## src/rtl/pwb_pkg.sv

```systemverilog
// Shared types and helpers for the paged window bridge.
// Holds the FSM state encoding, the error fill pattern and the beat-stride helper.
// Optional window-overrun states are present only when PWB_BOUND_CHECK_EN is defined.
package pwb_pkg;

    typedef enum logic [2:0] {
        IDLE,
        RD_CMD,
        RD_DATA,
        WR_DATA
`ifdef PWB_BOUND_CHECK_EN
        ,
        ERR_RD,
        ERR_WR
`endif
    } pwb_state_t;

    localparam logic [15:0] PWB_ERR_DATA = 16'hDEAD;

    // Byte distance between consecutive beats of a burst.
    function automatic int unsigned beat_stride(input int unsigned dw);
        return dw / 8;
    endfunction

endpackage

```

## src/rtl/avmm_if.sv

```systemverilog
// Avalon-MM signal bundle with burst support, used on both sides of the bridge.
// No logic, no latency.
// Backpressure is carried by waitrequest from slave to master.
interface avmm_if #(
    parameter int AW  = 16,
    parameter int DW  = 64,
    parameter int BCW = 1
);
    logic [AW-1:0]  address;
    logic           read;
    logic           write;
    logic [DW-1:0]  writedata;
    logic [BCW-1:0] burstcount;
    logic [DW-1:0]  readdata;
    logic           readdatavalid;
    logic           waitrequest;

    modport master (
        output address, read, write, writedata, burstcount,
        input  readdata, readdatavalid, waitrequest
    );

    modport slave (
        input  address, read, write, writedata, burstcount,
        output readdata, readdatavalid, waitrequest
    );
endinterface

```

## src/rtl/pwb_beat_counter.sv

```systemverilog
// Burst beat counter shared by the read and write paths of the bridge.
// Registered count; last is combinational from the current count.
// No backpressure of its own: it advances only when the caller pulses inc.
module pwb_beat_counter #(
    parameter int BCW = 1
) (
    input  logic           clock,
    input  logic           reset,
    input  logic           clear,
    input  logic           inc,
    input  logic [BCW-1:0] target,
    output logic           last
);

    logic [BCW-1:0] value;

    // Clear on burst capture, otherwise count accepted beats.
    always_ff @(posedge clock or negedge reset) begin
        if (!reset) begin
            value <= '0;
        end else if (clear) begin
            value <= '0;
        end else if (inc) begin
            value <= value + BCW'(1);
        end
    end

    assign last = (value == (target - BCW'(1)));

endmodule

```

## src/rtl/page_window_bridge.sv

```systemverilog
// Maps an AW-bit host window onto a larger memory by prefixing the page latched at burst start.
// One cycle from host request to memory command; read data passes straight through, write data is combinational.
// Host waitrequest follows memory waitrequest while a burst is active and is held high in IDLE.
// Optional: PWB_BOUND_CHECK_EN rejects bursts overrunning the window and raises sticky err.
module page_window_bridge
    import pwb_pkg::*;
#(
    parameter int AW         = 16,
    parameter int DW         = 64,
    parameter int MAX_BURST  = 1,
    parameter int PAGE_COUNT = 4,
    localparam int BCW       = $clog2(MAX_BURST) + 1,
    localparam int PCW       = $clog2(PAGE_COUNT)
) (
    input  logic           clock,
    input  logic           reset,
    input  logic [PCW-1:0] page_number,
    avmm_if.slave          bus,
    avmm_if.master         mem,
    output logic           err
);

    pwb_state_t     state_q, state_d;
    logic [AW-1:0]  addr_q;
    logic [BCW-1:0] count_q;
    logic [PCW-1:0] page_q;
    logic [BCW-1:0] count_in;
    logic           capture;
    logic           beat_inc;
    logic           beat_last;

    // A burstcount of zero is a single beat.
    assign count_in = (bus.burstcount == '0) ? BCW'(1) : bus.burstcount;

`ifdef PWB_BOUND_CHECK_EN
    localparam int SW = AW + BCW + 8;
    logic [SW-1:0] burst_end;
    logic          overrun;
    logic          err_q;

    assign burst_end = SW'(bus.address) + SW'(count_in) * SW'(beat_stride(DW));
    assign overrun   = burst_end > (SW'(1) << AW);

    // Sticky overrun flag; only reset clears it.
    always_ff @(posedge clock or negedge reset) begin
        if (!reset) begin
            err_q <= 1'b0;
        end else if (capture && overrun) begin
            err_q <= 1'b1;
        end
    end

    assign err = err_q;
`else
    assign err = 1'b0;
`endif

    // State register and per-burst latches; page is frozen here so page changes never split a burst.
    always_ff @(posedge clock or negedge reset) begin
        if (!reset) begin
            state_q <= IDLE;
            addr_q  <= '0;
            count_q <= '0;
            page_q  <= '0;
        end else begin
            state_q <= state_d;
            if (capture) begin
                addr_q  <= bus.address;
                count_q <= count_in;
                page_q  <= page_number;
            end
        end
    end

    pwb_beat_counter #(
        .BCW (BCW)
    ) u_beat_counter (
        .clock  (clock),
        .reset  (reset),
        .clear  (capture),
        .inc    (beat_inc),
        .target (count_q),
        .last   (beat_last)
    );

    assign mem.address    = {page_q, addr_q};
    assign mem.burstcount = count_q;
    assign mem.writedata  = bus.writedata;

    // Next-state and handshake steering for both sides of the bridge.
    always_comb begin
        state_d           = state_q;
        capture           = 1'b0;
        beat_inc          = 1'b0;
        bus.waitrequest   = 1'b1;
        bus.readdatavalid = 1'b0;
        bus.readdata      = {DW{1'b0}};
        mem.read          = 1'b0;
        mem.write         = 1'b0;

        case (state_q)
            IDLE: begin
                if (bus.write || bus.read) begin
                    capture = 1'b1;
`ifdef PWB_BOUND_CHECK_EN
                    if (overrun) begin
                        state_d = bus.write ? ERR_WR : ERR_RD;
                    end else begin
                        state_d = bus.write ? WR_DATA : RD_CMD;
                    end
`else
                    state_d = bus.write ? WR_DATA : RD_CMD;
`endif
                end
            end
            RD_CMD: begin
                mem.read        = 1'b1;
                bus.waitrequest = mem.waitrequest;
                if (!mem.waitrequest) begin
                    state_d = RD_DATA;
                end
            end
            RD_DATA: begin
                bus.readdata      = mem.readdata;
                bus.readdatavalid = mem.readdatavalid;
                if (mem.readdatavalid) begin
                    beat_inc = 1'b1;
                    if (beat_last) begin
                        state_d = IDLE;
                    end
                end
            end
            WR_DATA: begin
                mem.write       = bus.write;
                bus.waitrequest = mem.waitrequest;
                if (bus.write && !mem.waitrequest) begin
                    beat_inc = 1'b1;
                    if (beat_last) begin
                        state_d = IDLE;
                    end
                end
            end
`ifdef PWB_BOUND_CHECK_EN
            ERR_WR: begin
                bus.waitrequest = 1'b0;
                if (bus.write) begin
                    beat_inc = 1'b1;
                    if (beat_last) begin
                        state_d = IDLE;
                    end
                end
            end
            ERR_RD: begin
                bus.waitrequest   = 1'b0;
                bus.readdatavalid = 1'b1;
                bus.readdata      = DW'(PWB_ERR_DATA);
                beat_inc          = 1'b1;
                if (beat_last) begin
                    state_d = IDLE;
                end
            end
`endif
            default: begin
                state_d = IDLE;
            end
        endcase
    end

endmodule
```

## src/flat_wrapper.sv

```systemverilog
// flat-port wrapper written by rule: the top's interface ports become plain ports
module page_window_bridge_flat import pwb_pkg::*;
#(
    parameter int AW         = 16,
    parameter int DW         = 64,
    parameter int MAX_BURST  = 1,
    parameter int PAGE_COUNT = 4,
    localparam int BCW       = $clog2(MAX_BURST) + 1,
    localparam int PCW       = $clog2(PAGE_COUNT)
)
  (clock, reset, page_number, err, bus_address, bus_read, bus_write, bus_writedata, bus_burstcount, bus_readdata, bus_readdatavalid, bus_waitrequest, mem_address, mem_read, mem_write, mem_writedata, mem_burstcount, mem_readdata, mem_readdatavalid, mem_waitrequest);
  avmm_if #(.AW(AW), .DW(DW)) bus_i ();
  avmm_if #(.AW(AW), .DW(DW)) mem_i ();
  input  logic clock;
  input  logic reset;
  input  logic [PCW-1:0] page_number;
  output logic err;
  input wire logic [$bits(bus_i.address)-1:0] bus_address;
  input wire logic [$bits(bus_i.read)-1:0] bus_read;
  input wire logic [$bits(bus_i.write)-1:0] bus_write;
  input wire logic [$bits(bus_i.writedata)-1:0] bus_writedata;
  input wire logic [$bits(bus_i.burstcount)-1:0] bus_burstcount;
  output wire logic [$bits(bus_i.readdata)-1:0] bus_readdata;
  output wire logic [$bits(bus_i.readdatavalid)-1:0] bus_readdatavalid;
  output wire logic [$bits(bus_i.waitrequest)-1:0] bus_waitrequest;
  output wire logic [$bits(mem_i.address)-1:0] mem_address;
  output wire logic [$bits(mem_i.read)-1:0] mem_read;
  output wire logic [$bits(mem_i.write)-1:0] mem_write;
  output wire logic [$bits(mem_i.writedata)-1:0] mem_writedata;
  output wire logic [$bits(mem_i.burstcount)-1:0] mem_burstcount;
  input wire logic [$bits(mem_i.readdata)-1:0] mem_readdata;
  input wire logic [$bits(mem_i.readdatavalid)-1:0] mem_readdatavalid;
  input wire logic [$bits(mem_i.waitrequest)-1:0] mem_waitrequest;
  assign bus_i.address = bus_address;
  assign bus_i.read = bus_read;
  assign bus_i.write = bus_write;
  assign bus_i.writedata = bus_writedata;
  assign bus_i.burstcount = bus_burstcount;
  assign bus_readdata = bus_i.readdata;
  assign bus_readdatavalid = bus_i.readdatavalid;
  assign bus_waitrequest = bus_i.waitrequest;
  assign mem_address = mem_i.address;
  assign mem_read = mem_i.read;
  assign mem_write = mem_i.write;
  assign mem_writedata = mem_i.writedata;
  assign mem_burstcount = mem_i.burstcount;
  assign mem_i.readdata = mem_readdata;
  assign mem_i.readdatavalid = mem_readdatavalid;
  assign mem_i.waitrequest = mem_waitrequest;
  page_window_bridge #(.AW(AW), .DW(DW), .MAX_BURST(MAX_BURST), .PAGE_COUNT(PAGE_COUNT)) u_core (.clock(clock), .reset(reset), .page_number(page_number), .bus(bus_i), .mem(mem_i), .err(err));
endmodule
```

## config.mk

```make
export PLATFORM = sky130hd
export DESIGN_NAME = page_window_bridge_flat
export DESIGN_NICKNAME = d
export VERILOG_FILES = /design/src/rtl/pwb_pkg.sv /design/src/rtl/avmm_if.sv /design/src/rtl/pwb_beat_counter.sv /design/src/rtl/page_window_bridge.sv /design/src/flat_wrapper.sv
export SDC_FILE = /design/constraint.sdc
export NUM_CORES = 1
export LEC_CHECK = 0
export CORE_AREA = 2 2 119 121
export DETAILED_ROUTE_END_ITERATION = 10
export DIE_AREA = 0 0 121 123
export PLACE_DENSITY = 0.66
export SLEW_MARGIN = 20
export SYNTH_ARGS = -nofsm -noshare
export SYNTH_HDL_FRONTEND = slang
export SYNTH_HIERARCHICAL = 1
export SYNTH_SLANG_ARGS = --single-unit
```

## constraint.sdc

```tcl
create_clock -name clock -period 1.56 [get_ports clock]
set_input_delay 0.468 -clock clock [delete_from_list [all_inputs] [get_ports clock]]
set_output_delay 0.468 -clock clock [all_outputs]
set_load 0.02 [all_outputs]
```

## Yosys cells after proc, flatten, opt, wreduce, memory -nomap -nowiden

Index checks and enable logic that the tools add are counted.

| cells by class | value |
|---|---|
| equal/unequal tests | 8 |
| $mul | 0 |
| mux-type cells | 19 |
| reduce and logical (&&, ||, !) cells | 7 |
| $add $sub $neg | 2 |
| bitwise operators | 0 |
| shift-type cells | 0 |
| order comparisons | 0 |
| divide/modulo/power cells | 0 |

Operators by type and width:

| cell | number |
|---|---|
| $mux W64 | 1 |
| $mux W3 | 5 |
| $pmux W3 S4 | 1 |
| $mux W1 | 10 |
| $eq A3 B2 Y1 const B | 2 |
| $ne A2 B1 Y1 const B | 2 |
| $ne A2 B2 Y1 const B | 2 |
| $reduce_and A4 Y1 | 1 |
| $eq A3 B1 Y1 const B | 1 |
| $logic_not A3 Y1 | 1 |
| $mux W2 | 1 |
| $pmux W1 S2 | 1 |
| $reduce_bool A2 Y1 | 1 |
| $reduce_or A2 Y1 | 1 |
| $add A1 B1 Y1 const B | 1 |
| $eq A1 B1 Y1 | 1 |
| $logic_and A1 B1 Y1 | 1 |
| $logic_not A1 Y1 | 1 |
| $logic_or A1 B1 Y1 | 1 |
| $sub A1 B1 Y1 const B | 1 |

| word-level totals | value |
|---|---|
| latch bits | 0 |
| RAM bits | 0 |
| input bits | 153 |
| ROM bits | 0 |
| memories kept | 0 |
| word-level logic and storage cells | 40 |
| output and inout port bits | 150 |
| bits in registers | 21 |

## Logic depth before layout (Yosys ltp)

| logic depth | value |
|---|---|
| depth in word-level cells | 6 |
| gate-level depth with buffers | 6 |

## Hierarchy

Netlist, hierarchy kept.

By module, submodules not included:

| module | area an instance (um2) | instances | cells an instance |
|---|---|---|---|
| page_window_bridge | 1783.0 | 1 | 194 |
| pwb_beat_counter | 46.3 | 1 | 4 |

## Worst setup path after synthesis

Ideal clock, no wire load.

| timing | value |
|---|---|
| kind | register to output |
| start point | register u_core.state_q[1] |
| end point | output port bus_readdata[13] |
| setup slack | -0.021 ns |
| cell stages (with the launch flop) | 5 |
| arrival time | 1.113 ns |
| buffers on the path | 2 |
| cell sequence | dfrtp_1 > nor2b_4 > buf_6 > clkbuf_2 > and2_1 |

| on the way | value |
|---|---|
| cells in the longest elaborated chain, start to end | 2 |

RTL lines:

| item | RTL line | RTL |
|---|---|---|
| from (decl) | page_window_bridge.sv:23 | `pwb_state_t state_q, state_d;` |
| from (signal assigned) | page_window_bridge.sv:66 | `state_q <= state_d;` |
| $eq A3 B2 Y1 | page_window_bridge.sv:101 | `case (state_q)` |
| $mux W64 | page_window_bridge.sv:101 |  |
| to (decl) | flat_wrapper.sv:23 | `output wire logic [$bits(bus_i.readdata)-1:0] bus_readdata;` |

Every way passes these cells.

## Worst setup path in the final report

| timing | value |
|---|---|
| start point | register u_core.state_q[1] |
| end point | output port bus_readdata[15] |

Same word-level chain as after synthesis.

==> summary.md <==
| Metric | Value |
|---|---|
| Final wirelength | 6420 µm |
| Status | complete, but fails checks |
| Critical path class | reg -> out |
| Top layer in use | met4 |
| Setup TNS | -13.84 ns |
| WL met2 | 3140 µm |
| Fin area | 3430 µm² |
| Total gr overflow | 0 |
| Synth Net Count | 351 |
| Max IR drop VDD | 0.00109 V |
| Die height | 123 µm |
| Largest family of logic cells by synthesized area | buffers and inverters |
| Final nets | 464 |
| Initial antenna violation count | 0 |
| Crit-path max cell delay | 0.37 ns |
| Share of cells above drive strength 1 | 50.3% |
| DR vias/cell | 3.48 |
| Lkg Pwr | 0.00156 µW |
| Iter 0 DRT Violations | 22 |
| Overall die area | 14900 µm² |
| Hold slack | 0.500 ns |
| Fin worst setup slack | -0.274 ns |
| TritonCTS Buffers | 3 |
| Hold WC Path Type | reg -> reg |
| Req. time, crit path | 1.09 ns |
| TritonCTS clock tree | yes |
| Area delta synth->final | 87.8% |
| Antenna diode count | 0 |
| Critical-path top delay cell | dfrtp_1 |
| Clk sink count | 20 |
| Placed inst area | 3370 µm² |
| PwrDens | 1660 nW/µm² |
| MaxCap Viol Count | 0 |
| Final setup viols | 67 |
| Post-synthesis sequential area ratio | 27.4% |
| DR vias | 1706 |
| First-pass GRT wire length | 9110 µm |
| Syn. warnings | 6 |
| XOR/XNOR share of the synthesized area | 0.958% |
| Rows | 43 |
| Most frequent cells in the layout | clkdlybuf4s50_1 (83), and2_2 (49), buf_6 (39) |
| Placeable Area | 13600 µm² |
| Min Tclk post-route | 1.83 ns |
| Mean Syn Cell Area | 9.24 µm² |
| Worst skew pair latency | 0.25 ns |
| CP arrival | 1.37 ns |
| GPL Wtd Cong | 0.677 |
| Distinct cells, synth | 26 |
| Vias in the first global route | 1779 |
| CP Capture Type | output port |
| Met1 WL | 2040 µm |
| CTS clock-pin slew for the worst setup and hold paths | 0.06 ns |
| Die Wd | 121 µm |
| Compound-Gate Fraction of Synth Area | 1.30% |
| Final Hold Vio Count | 0 |
| Final worst-path cycle share | 118% |
| Post-synthesis register bit count | 20 |
| Wirelength per Cell | 13.1 µm |
| Post-synthesis adder-cell area fraction | 0% |
| Largest net degree at the start of global routing | 43 |
| Finished Core Util | 25.2% |
| # DRC | 0 |
| Crit path launch type | flop |
| Routed Antenna Nets | 0 |
| Clk buf depth | 2 |
| Simple-gate share of the synthesized area | 27.8% |
| Fin. max-slew vios | 0 |
| Metal3 WL | 1180 µm |
| Clk_skew | 0.00402 ns |
| Critical path fanouts, max | 23 |
| Initial DRT Pass Iterations | 2 |
| Post-synthesis cell count | 198 |
| Mux cell area share after synthesis | 11.8% |
| Failing checks | setup timing |
| H-tree Lvls | 1 |
| Initial core utilization | 13.4% |
| Post-Syn Area | 1830 µm² |
| DP HPWL | 5440 µm |
| Critical-path cell list | nor2b_4, buf_4, buf_12, and2_2, buf_6 |
| PortBufs | 170 |
| RSZ-0062 raised after global routing | true |
| Fmax | 0.545 GHz |
| Commonest non-fill, non-tap cell in the layout | clkdlybuf4s50_1 |
| Ports | 303 |
| GRT Resource Usage Total | 7.66% |
| Clk root buf | clkbuf_16 |
## stage by stage
| stage | total power, µW | worst slack (ns) | instances |
|---|---|---|---|
| 5_1_grt | 6040 | -0.314 | 490 |
| 6_report | 5690 | -0.274 | 490 |
| 2_1_floorplan | 3440 | 0.0152 | 198 |
| 3_3_place_gp | 5180 | -0.625 | 485 |
| 3_5_place_dp | 5240 | -0.624 | 485 |
| 4_1_cts | 5600 | -0.323 | 491 |
## repair_timing
item                                    CTS  global route
hold buffers                              0             0
endpoints found under the setup margin   95            68
setup buffers                             2             0
cloned                                    0             0
gates resized for setup                 353            44
## worst max-delay path, delay by kind of cell (launching register included)
kind / cells / cell delay (ns)
flops: 1 / 0.37
buf+inv: 3 / 0.41
simple gates: 2 / 0.34
## cell usage after synthesis (all sizes together)
| master | instances | area [µm²] |
|---|---|---|
| and2 | 65 | 407 |
| and2b | 1 | 7.51 |
| and3 | 1 | 6.26 |
| buf | 68 | 526 |
| clkbuf | 6 | 28.8 |
| conb | 1 | 3.75 |
| dfrtp | 20 | 500 |
| inv | 1 | 3.75 |
| mux2 | 16 | 206 |
| mux2i | 1 | 10.0 |
| nand2 | 3 | 11.3 |
| nand2b | 3 | 18.8 |
| nand3 | 2 | 10.0 |
| nand3b | 1 | 7.51 |
| nor2 | 2 | 15.0 |
| nor2b | 3 | 26.3 |
| o21a | 1 | 7.51 |
| o21ai | 1 | 16.3 |
| xnor2 | 1 | 8.76 |
| xor2 | 1 | 8.76 |
## report_power, final
part | internal [µW] | total [µW] | switching [µW]
Combinational | 2170 | 4200 | 2030
Sequential | 775 | 912 | 138
Clock | 391 | 579 | 188
## layout make-up
class | instances | area, µm²
multi-input combinational | 103 | 850
clock buffer | 4 | 88.8
timing repair buffer | 182 | 1770
inverter | 1 | 3.75
fill | 1490 | 10200
sequential | 20 | 500
tap | 180 | 225
## worst paths after layout
path | from | endpoint | slack [ns] | cells after the start
max in group asynchronous | reset | u_core/state_q[1]$_DFFE_PN0P_ | 0.78 | 2
worst min-delay path | u_core/mem.address[12]$_DFFE_PN0P_ | u_core/mem.address[12]$_DFFE_PN0P_ | 0.50 | 1
worst max register to register | u_core/state_q[0]$_DFFE_PN0P_ | u_core/mem.address[3]$_DFFE_PN0P_ | 0.21 | 5
worst max-delay path | u_core/state_q[1]$_DFFE_PN0P_ | bus_readdata[15] | -0.27 | 5
worst min register to register | u_core/mem.address[12]$_DFFE_PN0P_ | u_core/mem.address[12]$_DFFE_PN0P_ | 0.50 | 1
min in group asynchronous | reset | u_core/mem.address[8]$_DFFE_PN0P_ | 0.56 | 2
## state kept, by name (all words and copies together) (netlist names)
register,flops
u_core/mem.address,16
u_core/mem.burstcount,1
u_core/state_q,2
u_core/u_beat_counter/value,1
## per-layer routing
| metal | global-route usage, % | vias up |
|---|---|---|
| li1 | - | 768 |
| met2 | 14.2 | 172 |
| met1 | 7.04 | 761 |
| met4 | 1.96 | 0 |
| met3 | 4.70 | 5 |
| met5 | 0 | - |
## cells by family (layout without fill, tap and decap cells)
kind of cell | Yosys count | in the layout
AND/OR/NAND/NOR | 81 | 81
buffers and inverters | 75 | 187
flip-flops | 20 | 20
multiplexers | 17 | 17
AO/OA/AOI/OAI | 2 | 2
XOR/XNOR | 2 | 2
other | 1 | 1
(Power assumes the default switching activity.)
